**config.mk**
```make
export PLATFORM = sky130hd
export DESIGN_NAME = vga_sync_tracker
export DESIGN_NICKNAME = d
export VERILOG_FILES = /design/src/rtl/vga_sync_tracker.sv
export SDC_FILE = /design/constraint.sdc
export NUM_CORES = 1
export LEC_CHECK = 0
export BUFFER_PORTS_ARGS = -buffer_cell sky130_fd_sc_hd__buf_2
export CAP_MARGIN = 10
export CORE_ASPECT_RATIO = 0.75
export CORE_MARGIN = 3
export CORE_UTILIZATION = 30
export CTS_BUF_LIST = sky130_fd_sc_hd__clkbuf_8 sky130_fd_sc_hd__clkbuf_16
export DETAILED_ROUTE_END_ITERATION = 10
export GPL_TIMING_DRIVEN = 1
export PLACE_DENSITY = 0.54
export SLEW_MARGIN = 10
export SYNTH_ARGS = -nofsm -noshare
export SYNTH_HDL_FRONTEND = slang
export SYNTH_SLANG_ARGS = --single-unit
```
**constraint.sdc**
```tcl
create_clock -name clk24 -period 4.5 [get_ports clk24]
set_clock_uncertainty 0.15 [all_clocks]
set_input_delay 0.9 -clock clk24 [delete_from_list [all_inputs] [get_ports clk24]]
set_output_delay 0.9 -clock clk24 [all_outputs]
set_load 0.01 [all_outputs]
```
**src/rtl/vga_sync_tracker.sv**
```systemverilog
// Receive-side raster tracker: recovers x/y from active-low hsync/vsync, measures line,
// hsync-pulse and frame geometry, and declares lock after consecutive consistent frames.
module vga_sync_tracker #(
   parameter int XW          = 10,
   parameter int YW          = 10,
   parameter int LOCK_FRAMES = 2,
   parameter int TOL         = 2
) (
   input  logic          clk24,
   input  logic          reset_n,
   input  logic          hsync,
   input  logic          vsync,
   output logic [XW-1:0] x,
   output logic [YW-1:0] y,
   output logic [XW-1:0] line_len,
   output logic [7:0]    hs_width,
   output logic [YW-1:0] frame_lines,
   output logic          line_start,
   output logic          frame_start,
   output logic          locked,
   output logic          err
);

   typedef enum logic [1:0] {SEARCH = 2'd0, TRACK = 2'd1, LOCKED = 2'd2} state_t;

   localparam logic [XW-1:0] X_MAX  = {XW{1'b1}};
   localparam logic [XW-1:0] X_NEAR = X_MAX - XW'(1);
   localparam logic [YW-1:0] Y_MAX  = {YW{1'b1}};
   localparam logic [YW-1:0] Y_NEAR = Y_MAX - YW'(1);
   localparam logic [XW:0]   TOL_W  = (XW+1)'(TOL);
   localparam logic [7:0]    LOCK_N = 8'(LOCK_FRAMES);

   logic          hs_q_r, vs_q_r, vs_pending_r;
   logic [7:0]    low_cnt_r;
   state_t        state_r, state_s;
   logic [XW-1:0] ref_len_r, ref_len_s;
   logic [YW-1:0] ref_lines_r, ref_lines_s;
   logic [7:0]    cnt_r, cnt_s, cnt_inc_s;
   logic          locked_s, err_s;

   logic          hs_fall_s, hs_rise_s, vs_fall_s, frame_evt_s;
   logic [XW-1:0] x_inc_s;
   logic [YW-1:0] y_inc_s;
   logic [7:0]    low_inc_s;
   logic          x_sat_s, y_sat_s, len_ok_s, lines_ok_s;
   logic [XW:0]   diff_s, abs_s;

   // Edge detection, saturating increments and the measurement comparators.
   // The saturated increments double as the measured line length / frame lines, so a
   // stuck line reports 2^XW-1 (2^XW itself is not representable in line_len).
   always_comb begin
      hs_fall_s   = hs_q_r & ~hsync;
      hs_rise_s   = ~hs_q_r & hsync;
      vs_fall_s   = vs_q_r & ~vsync;
      frame_evt_s = hs_fall_s & (vs_pending_r | vs_fall_s);
      x_inc_s     = (x == X_MAX) ? X_MAX : x + XW'(1);
      y_inc_s     = (y == Y_MAX) ? Y_MAX : y + YW'(1);
      low_inc_s   = (low_cnt_r == 8'hFF) ? 8'hFF : low_cnt_r + 8'd1;
      x_sat_s     = ~hs_fall_s & (x == X_NEAR);
      y_sat_s     = hs_fall_s & ~frame_evt_s & (y == Y_NEAR);
      diff_s      = {1'b0, x_inc_s} - {1'b0, ref_len_r};
      abs_s       = diff_s[XW] ? (~diff_s + (XW+1)'(1)) : diff_s;
      len_ok_s    = (abs_s <= TOL_W);
      lines_ok_s  = (y_inc_s == ref_lines_r);
      cnt_inc_s   = cnt_r + 8'd1;
   end

   // Lock FSM next-state: saturation always wins and forces a fresh search.
   always_comb begin
      state_s     = state_r;
      ref_len_s   = ref_len_r;
      ref_lines_s = ref_lines_r;
      cnt_s       = cnt_r;
      locked_s    = locked;
      err_s       = 1'b0;
      if (x_sat_s | y_sat_s) begin
         state_s  = SEARCH;
         cnt_s    = 8'd0;
         locked_s = 1'b0;
         err_s    = 1'b1;
      end else begin
         case (state_r)
            SEARCH: begin
               if (frame_evt_s) begin
                  ref_len_s   = x_inc_s;
                  ref_lines_s = y_inc_s;
                  cnt_s       = 8'd1;
                  state_s     = TRACK;
               end else begin
                  state_s = SEARCH;
               end
            end
            TRACK: begin
               if (frame_evt_s) begin
                  if (lines_ok_s & len_ok_s) begin
                     cnt_s = cnt_inc_s;
                     if (cnt_inc_s >= LOCK_N) begin
                        state_s  = LOCKED;
                        locked_s = 1'b1;
                     end else begin
                        state_s = TRACK;
                     end
                  end else begin
                     ref_len_s   = x_inc_s;
                     ref_lines_s = y_inc_s;
                     cnt_s       = 8'd1;
                  end
               end else begin
                  state_s = TRACK;
               end
            end
            LOCKED: begin
               if (hs_fall_s & (~len_ok_s | (frame_evt_s & ~lines_ok_s))) begin
                  state_s  = SEARCH;
                  cnt_s    = 8'd0;
                  locked_s = 1'b0;
                  err_s    = 1'b1;
               end else begin
                  state_s = LOCKED;
               end
            end
            default: begin
               state_s  = SEARCH;
               cnt_s    = 8'd0;
               locked_s = 1'b0;
            end
         endcase
      end
   end

   // Raster counters, measurements, pulses and lock state registers.
   always_ff @(posedge clk24 or negedge reset_n) begin
      if (!reset_n) begin
         hs_q_r       <= 1'b1;
         vs_q_r       <= 1'b1;
         vs_pending_r <= 1'b0;
         low_cnt_r    <= 8'd0;
         x            <= '0;
         y            <= '0;
         line_len     <= '0;
         hs_width     <= 8'd0;
         frame_lines  <= '0;
         line_start   <= 1'b0;
         frame_start  <= 1'b0;
         locked       <= 1'b0;
         err          <= 1'b0;
         state_r      <= SEARCH;
         ref_len_r    <= '0;
         ref_lines_r  <= '0;
         cnt_r        <= 8'd0;
      end else begin
         hs_q_r      <= hsync;
         vs_q_r      <= vsync;
         line_start  <= hs_fall_s;
         frame_start <= frame_evt_s;
         if (hs_fall_s) begin
            x        <= '0;
            line_len <= x_inc_s;
         end else begin
            x <= x_inc_s;
         end
         if (frame_evt_s) begin
            y           <= '0;
            frame_lines <= y_inc_s;
         end else if (hs_fall_s) begin
            y <= y_inc_s;
         end
         if (frame_evt_s) begin
            vs_pending_r <= 1'b0;
         end else if (vs_fall_s) begin
            vs_pending_r <= 1'b1;
         end
         if (hs_fall_s) begin
            low_cnt_r <= 8'd0;
         end else if (!hsync) begin
            low_cnt_r <= low_inc_s;
         end
         if (hs_rise_s) begin
            hs_width <= low_inc_s;
         end
         state_r     <= state_s;
         ref_len_r   <= ref_len_s;
         ref_lines_r <= ref_lines_s;
         cnt_r       <= cnt_s;
         locked      <= locked_s;
         err         <= err_s;
      end
   end

endmodule
```
==> Yosys cells after proc, flatten, opt, wreduce, memory -nomap -nowiden <==
Index checks and enable logic that the tools add are counted.
{ "totals": {"reg_bits": 93, "elab_cells": 114} }
{ "classes": {"n_addsub": 6, "order_cmp": 2, "eq_ne": 19, "muxes": 41, "n_bitwise": 22, "n_reduce_logical": 7} }
{ "op_table": {"columns": ["cell", "n"], "rows": [
  ["two-way mux 10 bit", 11],
  ["two-way mux 8 bit", 8],
  ["equality test 10 bit (second input constant)", 4],
  ["one-hot mux 10 bit (2 select lines)", 2],
  ["one-hot mux 8 bit (3 select lines)", 1],
  ["adder 10 x 1 -> 10 bit (second input constant)", 2],
  ["adder 8 x 1 -> 8 bit (second input constant)", 2],
  ["!= test 3 bit (second input constant)", 5],
  ["adder 11 x 1 -> 11 bit (second input constant)", 1],
  ["<= comparator 11 x 2 -> 1 bit (second input constant)", 1],
  ["two-way mux 1 bit", 11],
  ["two-way mux 11 bit", 1],
  ["inverter 11 bit", 1],
  ["subtractor 10 x 10 -> 11 bit", 1],
  ["AND 1 bit", 10],
  ["equality test 10 bit", 1],
  ["two-way mux 2 bit", 5],
  ["AND reduction 5 bit", 2],
  ["equality test 8 bit (second input constant)", 1],
  ["greater-or-equal comparator 8 x 2 -> 1 bit (second input constant)", 1],
  ["!= test 2 bit (second input constant)", 4],
  ["inverter 1 bit", 8],
  ["one-hot mux 2 bit (3 select lines)", 1],
  ["nonzero test 2 bit", 3],
  ["8 further kinds", 10]
]} }

==> Logic depth before layout (Yosys ltp) <==
Gate-level depths: netlist of the first run.
{ "depth": {"depth_word": 13, "depth_mapped": 19, "ltp_nobuf": 16} }

==> Least setup slack after synthesis of the first run <==
OpenSTA, ideal clock, no wires.
{ "synth_timing": {"path_type": "reg-to-reg", "start": "register x[0]", "end": "register ref_lines_r[0]", "setup_ps": 125, "t_arrival_ps": 4145, "required_time_ps": 4225, "setup_slack_ps": 80, "stages_incl_launch_ff": 19, "path_buffers": 3, "cell_sequence": "dfrtp_1 > ha_1 > and3_1 > clkbuf_1 > o21ai_0 > inv_1 > ha_1 > buf_4 > nor3b_1 > o22ai_2 > o21ai_2 > or3_4 > mux2_4 > o221ai_2 > o211ai_4 > nor3_4 > a211o_2 > buf_12 > mux2_4"} }
{ "synth_between": {"elab_chain_len": 10, "elab_cells_between_ends": 15, "classes_between": "3 x add/sub; 1 x order compare; 3 x eq/ne; 2 x mux; 5 x bitwise; 1 x reduce/logical"} }
{ "synth_lines": {"columns": ["element", "line_no", "source"], "rows": [
  ["start, declared", "13", "output logic [XW-1:0] x,"],
  ["start signal, assigned", "160", "x <= x_inc_s;"],
  ["adder 10 x 1 -> 10 bit / equality test 10 bit (equally long branches)", "56", "x_inc_s = (x == X_MAX) ? X_MAX : x + XW'(1);"],
  ["two-way mux 10 bit *", "56", null],
  ["via x_inc_s[4]", "42", "logic [XW-1:0] x_inc_s;"],
  ["subtractor 10 x 10 -> 11 bit *", "61", "diff_s = {1'b0, x_inc_s} - {1'b0, ref_len_r};"],
  ["inverter 11 bit", "62", "abs_s = diff_s[XW] ? (~diff_s + (XW+1)'(1)) : diff_s;"],
  ["adder 11 x 1 -> 11 bit", "62", null],
  ["two-way mux 11 bit *", "62", null],
  ["<= comparator 11 x 2 -> 1 bit *", "63", "len_ok_s = (abs_s <= TOL_W);"],
  ["AND 1 bit *", "95", "if (lines_ok_s & len_ok_s) begin"],
  ["!= test 2 bit (no source line) *", null, null],
  ["AND reduction 5 bit (no source line) *", null, null],
  ["end signal, assigned", "183", "ref_lines_r <= ref_lines_s;"],
  ["end, declared", "37", "logic [YW-1:0] ref_lines_r, ref_lines_s;"]
]} }
The timed path passes the listed nets; every way through them passes the cells marked *.
A chain may end at the register's enable or synchronous reset.

==> Worst setup path in the final report of the first run <==
{ "layout_timing": {"start": "register x[0]", "end": "register ref_lines_r[2]"} }
Same word-level chain as after synthesis.

==> results.md, run 1 <==
* Status: complete, no violations
* Clock Tree Buf Depth at 2
* CTS tree: built
* Final min period at 4259 ps
* Post-Syn Area per Cell at 9.068 um2
* CTS Hold Bufs at 0
* Wire per inst at 15.95 um
* Tcrit/Tclk final at 94.65%
* Final Net Count at 741
* Multi-input logic area at 3334 um2
* Synth warn at 0
* Area growth from synthesis to layout at 19.79%
* Post-synth top cells: dfrtp_1, nand2_1, nor2_1, inv_1, a21oi_1
* Min setup slack post-route at 240.6 ps
* Layout cells sized above 1 at 22.93%
* Synth async-reset ratio at 100.0%
* Top-count cell post-synth: dfrtp_1
* Mux share of post-synthesis cell area at 5.901%
* Worst-Margin Slew at 824.7 ps
* Yosys reg bits at 93
* Die W at 167.0 um
* DP Worst Slack at -93.70 ps
* Final Util at 37.20%
* WHS Path Cells at 2
* Endpoint class of the critical path: flop
* Die area at 21160 um2
* Reg2reg end: ref_lines_r[2]
* Pre-antenna DRT Iters at 5
* Worst hold path class: reg -> reg
* Std-Cell Rows at 43
* Sequential area share after synthesis at 39.96%
* Critical register-to-register path startpoint: x[0]
* Clock buffers created by TritonCTS at 9
* Mapped Nets at 665
* Diode count at 0
* Starting density of the core at 31.05%
* Clock slew at reported path FFs at 70 ps
* Vias in the first global route at 4639
* First-pass GRT wire length at 25190 um
* WHS at 329.6 ps
* Initial antenna violation count at 0
* Final Total Pwr at 3776 uW
* CTS root buf: clkbuf_16
* Largest net degree at the start of global routing at 47
* Via/cell ratio at 5.189
* Fin. max-slew vios at 0
* Cells after Synth at 643
* Leakage at 0.003354 uW
* Fraction of the mapped netlist area in compound gates at 19.46%
* Filler Cells Inserted at 1916
* Antenna Nets Post-Route at 0
* WP data required at 4580 ps
* Core area at 18780 um2
* Maxcap violations at 0
* Ys flop type: dfrtp_1
* Largest family of logic cells by synthesized area: simple AND/OR/NAND/NOR gates
* Total GRT Usage at 14.45%
* Synth top area cells: dfrtp_1, nand2_1, nor2_1
* Placed Area at 6526 um2
* XOR/XNOR share of the synthesized area at 3.004%
* WL final at 15490 um
* Worst Setup Start Kind: flop
* Congestion Overflow GR at 0
* Initial DRC count at 468
* Max FO, Critical Path at 7
* Worst skew pair latency at 350 ps
* Worst Hold End: hs_width[1]
* Routability cong. at 0.8096
* Final setup violation count at 0
* Rel. slew slack at 44.51%
* Detailed-route via count at 5039
* Max VDD drop at 0.2257 mV
* Clock Sinks at 93
* Post-Layout Inst Area at 6984 um2
* Sequential cell area at 2330 um2
* Worst reg2reg path depth at 16
* Max frequency at 234.8 MHz
* H-tree depth at 3
* Number of flops mapped to enable cells by yosys at 0
* Synthesized area at 5831 um2
* Setup CP Type: reg -> reg
* Post-synthesis adder-cell area fraction at 3.991%
* Post-route DRC at 0
* HP Start: hs_width[1]
* IO Port Bufs at 55
* CP arrival at 4340 ps
* Post-Synth Simple-Gate Area at 22.34%
* Chip height at 126.7 um
* Pwr Density at 540.7 nW/um2
* IO Count at 56
* Synth unique cells at 83
* Internal reg-to-reg setup slack at 240 ps
* Final Hold Viols at 0
* Area leader, netlist: dfrtp_1
* Detailed Place HPWL at 11240 um
* Top cell type's share of synthesized area at 39.06%
## worst max-delay path, stage by stage, from the launching register on
cell and delay (ps):
dfrtp_1 380, ha_1 220, and3_2 250, nand2_1 130, nand2_1 120, ha_1 430
nand2b_1 130, a21oi_2 210, xor2_1 160, or3_4 440, nor4_4 300, o2111a_1 260
a21oi_4 100, nor3_4 220, a211o_4 190, buf_4 150, mux2_4 300
## where the power goes
part           leakage [uW]  internal, uW  total (uW)  switching [uW]
Sequential          0.00123           937        1040             101
Clock              0.000139           379         738             359
Combinational       0.00198           887        2000            1110
Total               0.00335          2200        3780            1570
## per-stage QoR
stage | setup TNS (ps) | cells
5_1_grt | -522.8 | 971
6_report | 0 | 971
2_1_floorplan | 0 | 643
4_1_cts | 0 | 966
3_3_place_gp | 0 | 950
3_5_place_dp | -702.7 | 950
## layout make-up
type / count / share of cell area (%)
inverters: 40 / 2.150
well taps: 247 / 4.425
clock inverters: 7 / 0.7166
repair buffers: 96 / 8.384
clock buffers: 9 / 3.225
flip-flops and latches: 93 / 33.36
multi-input cells: 479 / 47.74
## cell families (layout without fill, tap and decap cells)
logic type,after synthesis,count (layout)
and+or+nand+nor,248,248
AOI/OAI and AO/OA,164,164
DFF,93,93
buffers and inverters,71,152
muxes,29,29
xor gates and xnor gates,20,20
adders and majority gates,18,18
## routing by layer
layer	track usage, %	share of wire (%)	vias to the layer above
met5	0	0	-
met4	2.279	0.52	0
met3	3.583	6.1	8
met2	18.81	39	148
met1	23.79	55	2400
li1	-	-	2483
## worst max-delay path by stage
stage | depth (start not counted) | slack (ps) | start | end
3_3_place_gp | 16 | 30 | x[0] | ref_len_r[2]
2_1_floorplan | 18 | 80 | x[0] | ref_lines_r[0]
5_1_grt | 17 | -50 | x[0] | ref_lines_r[6]
4_1_cts | 16 | 50 | x[0] | ref_len_r[6]
3_5_place_dp | 16 | -90 | x[0] | ref_len_r[3]
6_report | 16 | 240 | x[0] | ref_lines_r[2]
## flip-flops by register name, summed over array words and instances (netlist names), 8 cells and up
name	cells
hs_width	8
x	10
ref_len_r	10
frame_lines	10
y	10
ref_lines_r	10
line_len	10
cnt_r	8
low_cnt_r	8
## timing repair
| action | CTS | global route |
|---|---|---|
| gates resized for setup | 2 | 29 |
| gates cloned | 0 | 0 |
| pin swaps | 0 | 5 |
| endpoints found under the setup margin | 10 | 30 |
| buffers inserted | 0 | 5 |
## placed cells by master (no fill, tap or decap), drive strengths merged, types with 13 or more instances in the layout
| master | instances |
|---|---|
| nand2 | 63 |
| a21oi | 35 |
| buf | 96 |
| a31oi | 20 |
| inv | 42 |
| o21ai | 35 |
| dfrtp | 91 |
| xnor2 | 13 |
| ha | 17 |
| nand3 | 25 |
| nor2 | 59 |
| mux2i | 19 |
| nand2b | 15 |
(Power assumes the default switching activity.)
==> run 2, diff against run 1 <==
==> constraint.sdc (replaced) <==
create_clock -name clk24 -period 3.7 [get_ports clk24]
set_clock_uncertainty 0.15 [all_clocks]
set_input_delay 0.74 -clock clk24 [delete_from_list [all_inputs] [get_ports clk24]]
set_output_delay 0.74 -clock clk24 [all_outputs]
set_load 0.01 [all_outputs]
==> results.md, run 2 (synthesized netlist as in run 1, its figures left out) <==
* Status: finished with violations
* Failing checks: negative setup slack
* Leakage at 0.003760 uW
* CTS root buf: clkbuf_16
* RSZ-0062 raised after global routing: yes
* First-pass GRT wire length at 28610 um
* Critical register-to-register path startpoint: x[0]
* Pwr Density at 736.3 nW/um2
* Area growth from synthesis to layout at 34.74%
* Worst hold path class: in -> async
* Min setup slack post-route at -421.4 ps
* Via/cell ratio at 5.253
* Routability cong. at 0.8883
* Final min period at 4121 ps
* Cell Chain, Critical Path: ha_2 > and3_4 > buf_12 > a21oi_4 > ha_4 > fa_2 > and3b_2 > mux2i_4 > a2111oi_4 > a22oi_2 > a21oi_2 > o2111a_1 > a21oi_2 > nor3_4 > a211o_2 > buf_12 > mux2_4
* WL final at 17180 um
* Die area at 21160 um2
* Congestion Overflow GR at 0
* Clock buffers created by TritonCTS at 9
* Final Hold Viols at 0
* Initial antenna violation count at 0
* Max VDD drop at 0.3665 mV
* Chip height at 126.7 um
* CP arrival at 4220 ps
* CTS tree: built
* Worst-Margin Slew at 781.4 ps
* Clock slew at reported path FFs at 80 ps
* Max frequency at 242.6 MHz
* Die W at 167.0 um
* IO Count at 56
* Post-route DRC at 0
* Worst skew pair latency at 360 ps
* Fin. max-slew vios at 0
* H-tree depth at 3
* Clock Tree Buf Depth at 2
* Setup CP Type: reg -> reg
* Layout cells sized above 1 at 33.46%
* IO Port Bufs at 55
* Maxcap violations at 0
* Core area at 18780 um2
* Largest net degree at the start of global routing at 54
* Worst path bufs/invs at 2
* Crit path max-delay cell type: fa_2
* Total GRT Usage at 16.32%
* Reg2reg end: ref_lines_r[3]
* Internal reg-to-reg setup slack at -420 ps
* Crit path max-delay family: compound AO/OA/AOI/OAI gates
* Commonest non-fill, non-tap cell in the layout: buf_4
* Max FO, Critical Path at 12
* Worst Setup Start Kind: flop
* Tcrit/Tclk final at 111.4%
* Std-Cell Rows at 43
* Final Net Count at 800
* Most frequent cells in the layout: buf_4, dfrtp_1, nand2_1, buf_2, nor2_1
* Initial DRC count at 366
* Worst reg2reg path depth at 17
* Post-placement cell count at 995
* Endpoint class of the critical path: flop
* Wire per inst at 16.68 um
* Rel. slew slack at 47.43%
* Starting density of the core at 31.05%
* Final cell count without fillers at 1030
* Delay of the slowest critical-path stage at 430 ps
* Antenna Nets Post-Route at 0
* Final setup violation count at 32
* Pre-antenna DRT Iters at 5
* Detailed-route via count at 5411
* Clock Sinks at 93
* Setup TNS at -11940 ps
* Vias in the first global route at 5453
* WP data required at 3790 ps
* Detailed Place HPWL at 12460 um
* Diode count at 0
==> run 2: cell types whose count changed in the layout (fill, tap and decap cells not counted), sizes merged <==
cell / delta
buf: +58
bufinv: +1
clkbuf: +1
clkinv: +1
clkinvlp: -1
inv: -1
==> run 2: area by class of cell <==
type / instances / area [um2]
tap: 247 / 309.0
inverter: 40 / 150.1
sequential: 93 / 2331
fill: 1852 / 10920
clock buffer: 9 / 225.2
multi-input combinational: 479 / 3636
clock inverter: 7 / 90.09
timing repair buffer: 155 / 1115
==> run 2: stage by stage <==
step / instance area [um2] / total power, uW / setup slack [ps] / hold slack [ps] / utilization [%]
after global routing: 7856 / 6137 / -604.5 / 327.5 / 41.84
after global placement: 7046 / 3941 / -327.7 / 305.3 / 37.52
final: 7856 / 5784 / -421.4 / 267.7 / 41.84
after CTS: 7617 / 5326 / -349.6 / 292.2 / 40.57
after floorplan: 5988 / 3041 / -458.0 / 294.4 / -
after detailed placement: 7046 / 3991 / -455.6 / 319.9 / 37.52
==> run 2: timing repair <==
item / 4_1_cts / 5_1_grt
resized for setup: 29 / 34
setup buffers: 14 / 4
endpoints found under the setup margin: 32 / 32
hold buffers: 0 / 0
cloned: 0 / 1
pin swaps: 27 / 18
==> run 2: worst max-delay path by stage <==
stage,from,depth (start not counted),to
2_1_floorplan,x[1],17,ref_lines_r[0]
3_3_place_gp,x[0],18,cnt_r[3]
3_5_place_dp,x[0],19,cnt_r[6]
4_1_cts,x[0],18,ref_len_r[0]
5_1_grt,x[0],18,ref_len_r[4]
6_report,x[0],17,ref_lines_r[3]
==> run 2: power breakdown <==
group	switching, uW	internal [uW]
Combinational	1780	1750
Clock	467	543
Sequential	114	1140
==> run 2: metal layers <==
layer	share of wire, %	vias to the layer above	global-route usage, %
met5	0	-	0
met1	48	2669	23.23
met4	1.0	0	3.395
met2	45	136	25.33
met3	5.4	18	4.019
li1	-	2588	-
==> run 3, diff against run 2 <==
--- a/config.mk
+++ b/config.mk
@@ -13,7 +13,7 @@
 export CTS_BUF_LIST = sky130_fd_sc_hd__clkbuf_8 sky130_fd_sc_hd__clkbuf_16
 export DETAILED_ROUTE_END_ITERATION = 10
 export GPL_TIMING_DRIVEN = 1
-export PLACE_DENSITY = 0.54
+export PLACE_DENSITY = 0.52
 export SLEW_MARGIN = 10
 export SYNTH_ARGS = -nofsm -noshare
 export SYNTH_HDL_FRONTEND = slang
==> constraint.sdc (replaced) <==
create_clock -name clk24 -period 4 [get_ports clk24]
set_clock_uncertainty 0.15 [all_clocks]
set_input_delay 0.8 -clock clk24 [delete_from_list [all_inputs] [get_ports clk24]]
set_output_delay 0.8 -clock clk24 [all_outputs]
set_load 0.01 [all_outputs]
==> results.md, run 3 (synthesized netlist as in run 1, its figures left out) <==
* Antenna Nets Post-Route at 0
* Post-route DRC at 0
* IO Count at 56
* Clock buffers created by TritonCTS at 9
* Failing checks: negative setup slack
* Worst hold path class: reg -> reg
* Final Net Count at 805
* Detailed Place HPWL at 12340 um
* Die area at 21160 um2
* Via/cell ratio at 5.196
* Pre-antenna DRT Iters at 5
* Starting density of the core at 31.05%
* IO Port Bufs at 55
* Tcrit/Tclk final at 103.5%
* Endpoint class of the critical path: flop
* WL final at 17090 um
* CTS root buf: clkbuf_16
* Worst Setup Start Kind: flop
* Min setup slack post-route at -139.4 ps
* Chip height at 126.7 um
* Rel. slew slack at 34.71%
* Std-Cell Rows at 43
* Setup CP Type: reg -> reg
* Max VDD drop at 0.3159 mV
* CP arrival at 4210 ps
* Clock Tree Buf Depth at 2
* Final Total Pwr at 5342 uW
* Congestion Overflow GR at 0
* Largest net degree at the start of global routing at 77
* Maxcap violations at 0
* Sequential cell area at 2331 um2
* Clock Sinks at 93
* H-tree depth at 3
* Max frequency at 241.6 MHz
* Core area at 18780 um2
* Vias in the first global route at 5310
* Final Hold Viols at 0
* Max FO, Critical Path at 7
* Initial DRC count at 322
* WP data required at 4070 ps
* Final setup violation count at 20
* Pwr Density at 676.7 nW/um2
* DP Worst Slack at -340.7 ps
* Diode count at 0
* Clock slew at reported path FFs at 70 ps
* Total GRT Usage at 15.74%
* Most frequent cells in the layout: buf_4, dfrtp_1, nand2_1, nor2_1, buf_2
* Area growth from synthesis to layout at 35.39%
* Setup TNS at -2217 ps
* Detailed-route via count at 5378
* Fin. max-slew vios at 0
* Final min period at 4139 ps
* Layout cells sized above 1 at 33.12%
* CTS Hold Bufs at 0
* Filler Cells Inserted at 1837
* Routability cong. at 0.8683
* Worst-Margin Slew at 979.3 ps
* Wire per inst at 16.51 um
* RSZ-0062 raised after global routing: yes
* Initial antenna violation count at 0
* Worst skew pair latency at 340 ps
* Commonest non-fill, non-tap cell in the layout: buf_4
* CTS tree: built
* Die W at 167.0 um
* Status: finished with violations
* Leakage at 0.003798 uW
* Multi-input logic area at 3649 um2
* First-pass GRT wire length at 27600 um
==> run 3: repair_timing <==
| item | CTS | global route |
|---|---|---|
| setup endpoints to repair | 32 | 32 |
| cloned | 0 | 2 |
| setup buffers | 8 | 8 |
| pin swaps | 13 | 30 |
| gates resized for setup | 34 | 39 |
==> run 3: cell type report <==
class / instances / share of cell area [%]
Timing Repair Buffer: 160 / 14.60
Tap cell: 247 / 3.915
Clock inverter: 6 / 0.8084
Sequential cell: 93 / 29.53
Inverter: 40 / 1.902
Multi-Input combinational cell: 479 / 46.22
Clock buffer: 10 / 3.027
==> run 3: metal layers <==
layer / wire [um] / vias to the layer above / track usage (%)
met1: 8616 / 2646 / 23.32
met2: 7597 / 126 / 23.85
li1: - / 2600 / -
met4: 89 / 0 / 3.201
met5: 0 / - / 0
met3: 787 / 6 / 3.271
==> run 3: critical path, cell delays in order (launching register included) <==
cell and delay, ps:
dfrtp_1 390, ha_2 190, and3_4 220, buf_4 150
o21ai_4 120, inv_2 70, ha_4 270, a21o_1 220
buf_4 150, o311ai_2 360, nand2_1 220, nor2_2 200
a211oi_2 50, buf_4 140, o211ai_4 230, nor3_4 80
a211o_4 360, clkbuf_16 170, mux2_4 290
==> run 3: stage by stage <==
stage	cell area (um2)	util, %	std cells	hold WS, ps
2_1_floorplan	5933	-	643	328.1
4_1_cts	7569	40.31	1026	334.7
6_report	7894	42.04	1035	324.9
5_1_grt	7894	42.04	1035	359.2
3_5_place_dp	7042	37.50	1003	316.5
3_3_place_gp	7042	37.50	1003	306.3
==> run 3: path summary, 6_finish.rpt <==
| kind | from | slack (ps) | to | depth (start not counted) |
|---|---|---|---|---|
| min | frame_lines[6] | 320 | frame_lines[6] | 2 |
| min in group asynchronous | reset_n | 460 | frame_lines[1] | 1 |
| max | x[0] | -140 | ref_lines_r[2] | 18 |
| min reg2reg | frame_lines[6] | 320 | frame_lines[6] | 2 |
| max reg2reg | x[0] | -140 | ref_lines_r[2] | 18 |
| max in group asynchronous | reset_n | 2370 | x[4] | 2 |
==> run 3: where the power goes <==
part / leakage (uW) / switching (uW) / internal [uW] / total [uW]
sequential: 0.00123 / 109 / 1050 / 1160
combinational: 0.00241 / 1600 / 1690 / 3290
clock: 0.000156 / 382 / 503 / 884
total: 0.00380 / 2100 / 3250 / 5340
